$ cat src/rtl/intc_nsrc_v1.sv
// intc_nsrc_v1 -- parametrised N-source interrupt controller on the SFR bus.
// Latches rising edges of irq_src into pending flags (IF). Pending flags are
// masked by the per-source enables (IE) and the global enable (GIE). The
// lowest-index active source is presented to the CPU as irq_req/irq_id.
// Register map (word steps from BASE_ADDR):
//   +0x0 CTRL (bit0 GIE), +0x4 IE, +0x8 IF (write-1-to-clear),
//   +0xC IRQID (MSB = irq_req, low bits = irq_id), +0x10 SWTRIG (optional).
// Build option: define INTC_SW_TRIG_EN to add the write-only SWTRIG register.
// Writing 1 to SWTRIG bit i sets IF[i]. Without the option that address is
// unmapped.

module intc_nsrc_v1 #(
    parameter int                    DATA_WIDTH = 32,
    parameter int                    ADDR_WIDTH = 32,
    parameter logic [ADDR_WIDTH-1:0] BASE_ADDR  = 32'hFFFFF864,
    parameter int                    N_SRC      = 16,
    parameter int                    ID_WIDTH   = (N_SRC > 1) ? $clog2(N_SRC) : 1
) (
    input  logic                  sys_clk,
    input  logic                  sys_rst_n,
    input  logic [ADDR_WIDTH-1:0] sys_addr,
    input  logic                  sys_wr_en,
    input  logic [DATA_WIDTH-1:0] sys_sw_value,
    input  logic [N_SRC-1:0]      irq_src,
    input  logic                  irq_ack,
    output logic [DATA_WIDTH-1:0] sfr_rd_dout,
    output logic                  irq_req,
    output logic [ID_WIDTH-1:0]   irq_id
);

    localparam logic [ADDR_WIDTH-1:0] ADDR_CTRL  = BASE_ADDR;
    localparam logic [ADDR_WIDTH-1:0] ADDR_IE    = BASE_ADDR + ADDR_WIDTH'(4);
    localparam logic [ADDR_WIDTH-1:0] ADDR_IF    = BASE_ADDR + ADDR_WIDTH'(8);
    localparam logic [ADDR_WIDTH-1:0] ADDR_IRQID = BASE_ADDR + ADDR_WIDTH'(12);

    typedef enum logic {
        IDLE = 1'b0,
        REQ  = 1'b1
    } state_t;

    state_t           state;
    logic             gie;
    logic [N_SRC-1:0] ie_q;
    logic [N_SRC-1:0] if_q;
    logic [N_SRC-1:0] src_q;

    logic [N_SRC-1:0]    active;
    logic                any_active;
    logic [ID_WIDTH-1:0] winner;
    logic [N_SRC-1:0]    id_onehot;
    logic                presented_active;
    logic [N_SRC-1:0]    hw_set;
    logic [N_SRC-1:0]    sw_set;
    logic [N_SRC-1:0]    w1c_clr;
    logic [N_SRC-1:0]    ack_clr;
    logic [N_SRC-1:0]    if_next;

    // Address decode for the SFRs of this block
    logic sel_ctrl, sel_ie, sel_if, sel_irqid;
    assign sel_ctrl  = (sys_addr == ADDR_CTRL);
    assign sel_ie    = (sys_addr == ADDR_IE);
    assign sel_if    = (sys_addr == ADDR_IF);
    assign sel_irqid = (sys_addr == ADDR_IRQID);

    // Write data above the widest register is never stored
    logic unused_wdata_hi;
    assign unused_wdata_hi = ^sys_sw_value[DATA_WIDTH-1:N_SRC];

`ifdef INTC_SW_TRIG_EN
    localparam logic [ADDR_WIDTH-1:0] ADDR_SWTRIG = BASE_ADDR + ADDR_WIDTH'(16);
    logic sel_swtrig;
    assign sel_swtrig = (sys_addr == ADDR_SWTRIG);
    assign sw_set     = (sys_wr_en && sel_swtrig) ? sys_sw_value[N_SRC-1:0] : '0;
`else
    assign sw_set     = '0;
`endif

    assign active     = if_q & ie_q & {N_SRC{gie}};
    assign any_active = |active;
    assign hw_set     = irq_src & ~src_q;
    assign w1c_clr    = (sys_wr_en && sel_if) ? sys_sw_value[N_SRC-1:0] : '0;
    assign ack_clr    = (state == REQ && irq_ack) ? id_onehot : '0;
    // Set terms are OR-ed in last, so a same-cycle set beats any clear
    assign if_next    = (if_q & ~(w1c_clr | ack_clr)) | hw_set | sw_set;
    assign presented_active = |(active & id_onehot);

    // Priority pick: scanning downward leaves the lowest active index
    always_comb begin
        // NOTE: every always_comb output gets a default first so no path can leave it unassigned and infer a latch.
        winner = '0;
        for (int i = N_SRC - 1; i >= 0; i--) begin
            if (active[i]) winner = ID_WIDTH'(i);
        end
    end

    // One-hot mask of the presented source, used for ack-clear and withdraw
    always_comb begin
        id_onehot = '0;
        for (int i = 0; i < N_SRC; i++) begin
            id_onehot[i] = (irq_id == ID_WIDTH'(i));
        end
    end

    // Control, enable and pending-flag registers plus the edge-detect history
    always_ff @(posedge sys_clk or negedge sys_rst_n) begin
        // NOTE: state is updated with non-blocking assignments so every register samples pre-edge values.
        if (!sys_rst_n) begin
            gie   <= 1'b0;
            ie_q  <= '0;
            if_q  <= '0;
            src_q <= '0;
        end else begin
            src_q <= irq_src;
            if_q  <= if_next;
            if (sys_wr_en && sel_ctrl) gie  <= sys_sw_value[0];
            if (sys_wr_en && sel_ie)   ie_q <= sys_sw_value[N_SRC-1:0];
        end
    end

    // Request FSM: latch the winner, hold it until ack or withdraw
    always_ff @(posedge sys_clk or negedge sys_rst_n) begin
        if (!sys_rst_n) begin
            state   <= IDLE;
            irq_req <= 1'b0;
            irq_id  <= '0;
        end else begin
            case (state)
                IDLE: begin
                    if (any_active) begin
                        irq_id  <= winner;
                        irq_req <= 1'b1;
                        state   <= REQ;
                    end
                end
                REQ: begin
                    // Ack and withdraw both drop the request; the flag clear on
                    // ack is handled by ack_clr in the flag path.
                    if (irq_ack || !presented_active) begin
                        irq_req <= 1'b0;
                        state   <= IDLE;
                    end
                end
                default: begin
                    irq_req <= 1'b0;
                    state   <= IDLE;
                end
            endcase
        end
    end

    // Combinational read mux; zero when no SFR of this block is addressed
    always_comb begin
        sfr_rd_dout = '0;
        if (sel_ctrl) begin
            sfr_rd_dout[0] = gie;
        end else if (sel_ie) begin
            sfr_rd_dout[N_SRC-1:0] = ie_q;
        end else if (sel_if) begin
            sfr_rd_dout[N_SRC-1:0] = if_q;
        end else if (sel_irqid) begin
            sfr_rd_dout[DATA_WIDTH-1]  = irq_req;
            sfr_rd_dout[ID_WIDTH-1:0]  = irq_id;
        end
    end

endmodule

$ cat config.mk
export PLATFORM = sky130hd
export DESIGN_NAME = intc_nsrc_v1
export DESIGN_NICKNAME = d
export VERILOG_FILES = /design/src/rtl/intc_nsrc_v1.sv
export SDC_FILE = /design/constraint.sdc
export NUM_CORES = 1
export LEC_CHECK = 0
export BUFFER_PORTS_ARGS = -buffer_cell sky130_fd_sc_hd__buf_4
export CAP_MARGIN = 10
export CORE_MARGIN = 4
export CORE_UTILIZATION = 53
export CTS_CLUSTER_SIZE = 30
export DETAILED_ROUTE_END_ITERATION = 8
export PLACE_DENSITY = 0.91
export SLEW_MARGIN = 10
export SYNTH_ARGS = -nofsm -noshare
export SYNTH_HDL_FRONTEND = slang
export SYNTH_SLANG_ARGS = --single-unit
$ cat constraint.sdc
create_clock -name sys_clk -period 3.24 [get_ports sys_clk]
set_input_delay 0.324 -clock sys_clk [delete_from_list [all_inputs] [get_ports sys_clk]]
set_output_delay 0.324 -clock sys_clk [all_outputs]
set_load 0.005 [all_outputs]
# ---- Word level (Yosys, flattened, before mapping)
# Cells that the tools add are included.
# Widths: inputs -> output; s select.
dict set report word_totals {
  regBits 55
  latch_bits 0
  ram_bits 0
  rom_bits 0
  input_bits 84
  out_inout_bits 37
  word_cells 83
  n_memories 0
}
dict set report classes {
  add_sub_neg 0
  n_mul 0
  n_div 0
  magnitude_cmp 0
  n_eq_ne 21
  shift 0
  n_mux 34
  n_bitwise 10
  reduce_logical 11
}
# cell count
set op_table {}
lappend op_table {{$eq 32x32->1 const B} 4}
lappend op_table {{$and 16x16->16} 5}
lappend op_table {{$mux 4} 18}
lappend op_table {{$mux 16} 3}
lappend op_table {{$eq 4x4->1 const B} 8}
lappend op_table {{$not 16->16} 2}
lappend op_table {{$or 16x16->16} 2}
lappend op_table {{$reduce_or 16->1} 2}
lappend op_table {{$eq 4x3->1 const B} 4}
lappend op_table {{$mux 15} 1}
lappend op_table {{$mux 12} 1}
lappend op_table {{$mux 1} 9}
lappend op_table {{$eq 4x2->1 const B} 2}
lappend op_table {{$eq 4x1->1 const B} 1}
lappend op_table {{$logic_and 1x1->1} 4}
lappend op_table {{$logic_not 4->1} 1}
lappend op_table {{$pmux 1 s2} 2}
lappend op_table {{$reduce_and 2->1} 2}
lappend op_table {{$ne 2x1->1 const B} 1}
lappend op_table {{$ne 2x2->1 const B} 1}
lappend op_table {{$logic_not 1->1} 1}
lappend op_table {{$logic_or 1x1->1} 1}
lappend op_table {{$not 1->1} 1}

# ---- Longest topological paths before layout
dict set report depth {
  ltp_word 18
  mapped_depth 7
  ltp_nobuf 5
}

# ---- Worst setup path before layout
# No wires, ideal clock.
dict set report synth_path {
  kind {input to output}
  startpoint {input port sys_addr[9]}
  endpoint {output port sfr_rd_dout[10]}
  t_arrival_ns 2.091
  required_time_ns 2.916
  setup_slack_ns 0.825
  stages 6
  n_path_buf 2
  path_cell_list {or4_1 > or4_1 > buf_6 > nor3_1 > buf_2 > a22o_1}
}
dict set report synth_between {
  elab_chain_cells 4
  word_cells_on_any_way 6
  classes_between {eq/ne: 3; mux: 3}
}
# element line
set synth_lines {}
lappend synth_lines {{from (decl)} 21} ;# input logic [ADDR_WIDTH-1:0] sys_addr,
lappend synth_lines {{$eq 32x32->1} 62} ;# assign sel_if = (sys_addr == ADDR_IF);
lappend synth_lines {{$mux 12} 158} ;# end else if (sel_if) begin
lappend synth_lines {{$mux 16} 156} ;# end else if (sel_ie) begin
lappend synth_lines {{$mux 15 *} 154} ;# if (sel_ctrl) begin
lappend synth_lines {{to (decl)} 26} ;# output logic [DATA_WIDTH-1:0] sfr_rd_dout,
# Every way passes the cells marked *; elsewhere a longest branch is shown, timed or not.

# ---- Final worst setup path
dict set report layout_path {
  startpoint {input port sys_addr[9]}
  endpoint {output port sfr_rd_dout[15]}
}
# Same word-level chain as after synthesis.

==> results_tabular.tex <==
\begin{tabular}{lr}
\hline
Metric & Value \\
\hline
\multicolumn{2}{l}{\textbf{Run status}} \\
\quad Outcome & completed \\
\multicolumn{2}{l}{\textbf{Power and ir drop}} \\
\quad Leakage Power & 0.00193 uW \\
\quad Areal power density over the cells & 325 nW/um\^{}2 \\
\quad Share of total power in sequential cells & 55.5\% \\
\quad Switching share of total power & 21.8\% \\
\quad Maximum resistive drop on vdd & 0.239 mV \\
\quad Combinational cell fraction of total power & 7.9\% \\
\quad Clock power frac & 36.7\% \\
\quad Switching power of the nets & 274 uW \\
\quad Post-layout total power & 1260 uW \\
\quad Internal cell power & 986 uW \\
\multicolumn{2}{l}{\textbf{Clocking}} \\
\quad Number of buffers added by the clock tree synthesis step & 5 \\
\quad TritonCTS clock tree & built \\
\quad Setup Fix Bufs, Post-CTS & 0 \\
\quad Quantity of gates resized following cts & 0 \\
\quad CTS Root Buffer Type & sky130\_fd\_sc\_hd\_\_clkbuf\_8 \\
\quad Number of levels the H-tree was split into & 2 \\
\quad CTS Buffer Depth & 2 \\
\quad Clock-pin slew on the worst setup and hold paths & 0.09 ns \\
\quad Later-pin clock latency in the skew report & 0.31 ns \\
\quad Clk sinks & 55 \\
\quad \# hold bufs at CTS & 0 \\
\multicolumn{2}{l}{\textbf{Layout}} \\
\quad Number of fillers in the final layout & 449 \\
\quad Post-layout util & 69.1\% \\
\quad Cell area after layout & 3880 um\^{}2 \\
\quad Final non-filler cell total & 474 \\
\quad Most common cell after layout, fill and taps aside & sky130\_fd\_sc\_hd\_\_buf\_4 \\
\quad Layout Nets & 485 \\
\quad Commonest cells after routing, fill and taps aside & 92 x sky130\_fd\_sc\_hd\_\_buf\_4, 55 x sky130\_fd\_sc\_hd\_\_dfrtp\_1, 33 x sky130\_fd\_sc\_hd\_\_o21ai\_0, 31 x sky130\_fd\_sc\_hd\_\_nand2\_1 \\
\quad Post-synthesis to final-layout area growth & 24.6\% \\
\quad Diode insertion count for antenna repair & 0 \\
\quad Share of layout cells above drive strength 1 & 30.8\% \\
\multicolumn{2}{l}{\textbf{Worst setup path}} \\
\quad Kind of capture point of the worst setup path & primary output \\
\quad Most frequent CP cell & sky130\_fd\_sc\_hd\_\_buf\_4 \\
\quad Dominant delay contributor by cell family on the critical path & simple AND/OR/NAND/NOR gates \\
\quad Worst setup SP type & primary input \\
\quad Worst path bufs/invs & 3 \\
\quad Required time of the worst setup path & 2.92 ns \\
\quad Critical path start-end classification & primary input to primary output \\
\quad Highest net fanout along the worst path & 13 \\
\quad Sequence of cells on the critical path & buf\_4 -> or4\_1 -> or4\_1 -> nor3\_2 -> buf\_4 -> a22o\_1 -> buf\_4 \\
\quad CP max-delay cell & sky130\_fd\_sc\_hd\_\_or4\_1 \\
\quad Slowest Stage Delay on Critical Path & 0.63 ns \\
\quad Worst path arrival time & 2.44 ns \\
\multicolumn{2}{l}{\textbf{Synthesis}} \\
\quad Synth async-reset ratio & 100\% \\
\quad Cell Area, Synth & 3110 um\^{}2 \\
\quad Post-synthesis cell count & 314 \\
\quad Distinct cells, synth & 49 \\
\quad Post-Synthesis Mean Instance Area & 9.91 um\^{}2 \\
\quad \#FFs+latches synth & 55 \\
\quad Portion of the post-synthesis area used by sequential elements & 44.2\% \\
\quad Yosys synthesis warning count & 0 \\
\quad Top FF cell, synth & sky130\_fd\_sc\_hd\_\_dfrtp\_1 \\
\quad Number of enable flip-flop cells after synthesis & 0 \\
\multicolumn{2}{l}{\textbf{Floorplan}} \\
\quad Die Footprint & 7160 um\^{}2 \\
\quad Initial core utilization & 55.5\% \\
\quad Die X-Extent & 84.6 um \\
\quad Number of I/O pins & 121 \\
\quad Core region area & 5610 um\^{}2 \\
\quad Num rows & 27 \\
\quad Height of the die & 84.6 um \\
\multicolumn{2}{l}{\textbf{Route}} \\
\quad Aggregate routed wire length & 8500 um \\
\quad Per-cell routed wire length & 17.9 um \\
\quad Ratio of routed vias to standard cells & 6.07 \\
\quad Drt first-iter violations & 232 \\
\quad Count of vias placed by the detailed router & 2879 \\
\quad Residual DRC & 0 \\
\quad Number of iterations in the first detailed-routing pass & 5 \\
\quad DRT antenna net count & 0 \\
\multicolumn{2}{l}{\textbf{Timing}} \\
\quad Final cycle utilization of the critical path & 85.3\% \\
\quad Normalized max-slew margin & 55.6\% \\
\quad Final critical-path required period & 2.76 ns \\
\quad Final Hold Fails & 0 \\
\quad RSZ-0062 raised after global routing & false \\
\quad Final Max Tran Viols & 0 \\
\quad Setup Skew & 0.00967 ns \\
\quad Post-route setup TNS & 0 ns \\
\quad Actual slew at the worst max-slew pin & 0.666 ns \\
\quad Highest achievable clock rate & 362 MHz \\
\quad Setup violations, final & 0 \\
\multicolumn{2}{l}{\textbf{Job}} \\
\quad Maximum capacitance violations & 0 \\
\multicolumn{2}{l}{\textbf{Global route}} \\
\quad Pin count of the biggest net entering global routing & 56 \\
\quad First-pass GRT wire length & 13600 um \\
\quad Via count of the first global-routing pass & 2784 \\
\quad Initial antenna violation count & 0 \\
\quad Total Routing Usage GR & 23.6\% \\
\quad Total grt overflow & 0 \\
\multicolumn{2}{l}{\textbf{Placed design}} \\
\quad Routability Congestion & 0.930 \\
\quad HPWL after DPL & 6530 um \\
\quad Dpl cells & 466 \\
\quad Number of port buffers & 89 \\
\quad Placed Area & 3770 um\^{}2 \\
\multicolumn{2}{l}{\textbf{Min path}} \\
\quad Path class of the lowest-slack min-delay path & primary input to asynchronous set/reset pin \\
\hline
\end{tabular}
[metal layers]
layer  GRT usage (%)  share of wire (%)  up-vias
met3            4.51                8.4       25
met5               0                  0        -
li1                -                  -     1315
met1            30.8                 39     1371
met4            6.47                2.4        0
met2            39.9                 50      168
[cells in the mapped netlist (all sizes together), types with 3 or more instances]
| master | count | area [um^2] |
|---|---|---|
| nor2 | 5 | 35.0 |
| a32oi | 6 | 52.6 |
| nand3 | 9 | 57.6 |
| nand4b | 3 | 26.3 |
| nand4 | 12 | 75.1 |
| dfrtp | 55 | 1380 |
| nor3 | 5 | 30.0 |
| o22ai | 3 | 18.8 |
| clkbuf | 6 | 22.5 |
| a21o | 17 | 128 |
| inv | 20 | 75.1 |
| o21ai | 43 | 215 |
| a22o | 20 | 175 |
| mux2 | 18 | 240 |
| a21oi | 5 | 25.0 |
| nand2 | 31 | 116 |
| buf | 20 | 156 |
| or3 | 4 | 25.0 |
[kinds of logic (layout without fill, tap and decap cells)]
group                  count (synthesis)  after routing  synth area share, %
multiplexers                          18             18                 7.72
AND/OR/NAND/NOR                       84             84                 15.7
AO/OA/AOI/OAI                        110            110                 24.1
flip-flops                            55             55                 44.2
other                                  1             15                0.121
buffers and inverters                 46            120                 8.16
[final cells by class]
type / instances / area, um^2 / share of cell area (%)
well taps: 72 / 90.1 / 2.32
flip-flops and latches: 55 / 1380 / 35.5
inverters: 20 / 75.1 / 1.94
multi-input cells: 227 / 1530 / 39.6
clock inverters: 2 / 38.8 / 1.00
clock buffers: 6 / 72.6 / 1.87
repair buffers: 92 / 691 / 17.8
[through the flow]
step / setup WS (ns) / hold WS [ns]
after floorplan: 0.825 / 0.0284
after global placement: 0.538 / 0.394
final: 0.476 / 0.0442
after CTS: 0.517 / 0.0705
after global routing: 0.426 / 0.0894
after detailed placement: 0.523 / 0.399
[power groups by stage]
stage                     registers [uW]  clock network, uW  logic, uW
final                                699                462       99.3
after global routing                 700                490        110
after CTS                            699                464        100
after detailed placement             713                  0        100
after global placement               712                  0       96.0
after floorplan                      712                  0       28.2
[state kept, by name, summed over array words and instances, names as in the netlist]
signal	flops
gie	1
ie_q	16
if_q	16
irq_id	4
irq_req	1
src_q	16
state	1
[path summary, 6_finish.rpt]
kind,startpoint,to,slack [ns],depth (start not counted)
min,sys_rst_n,src_q[9],0.04,1
max,sys_addr[9],sfr_rd_dout[15],0.48,7
min in group sys_clk,irq_src[2],src_q[2],0.12,1
max in group asynchronous,sys_rst_n,ie_q[15],2.76,1
min reg2reg,src_q[5],if_q[5],0.41,1
max reg2reg,if_q[11],irq_id[2],1.15,4
Note: power is estimated with default switching activity, not from simulation.
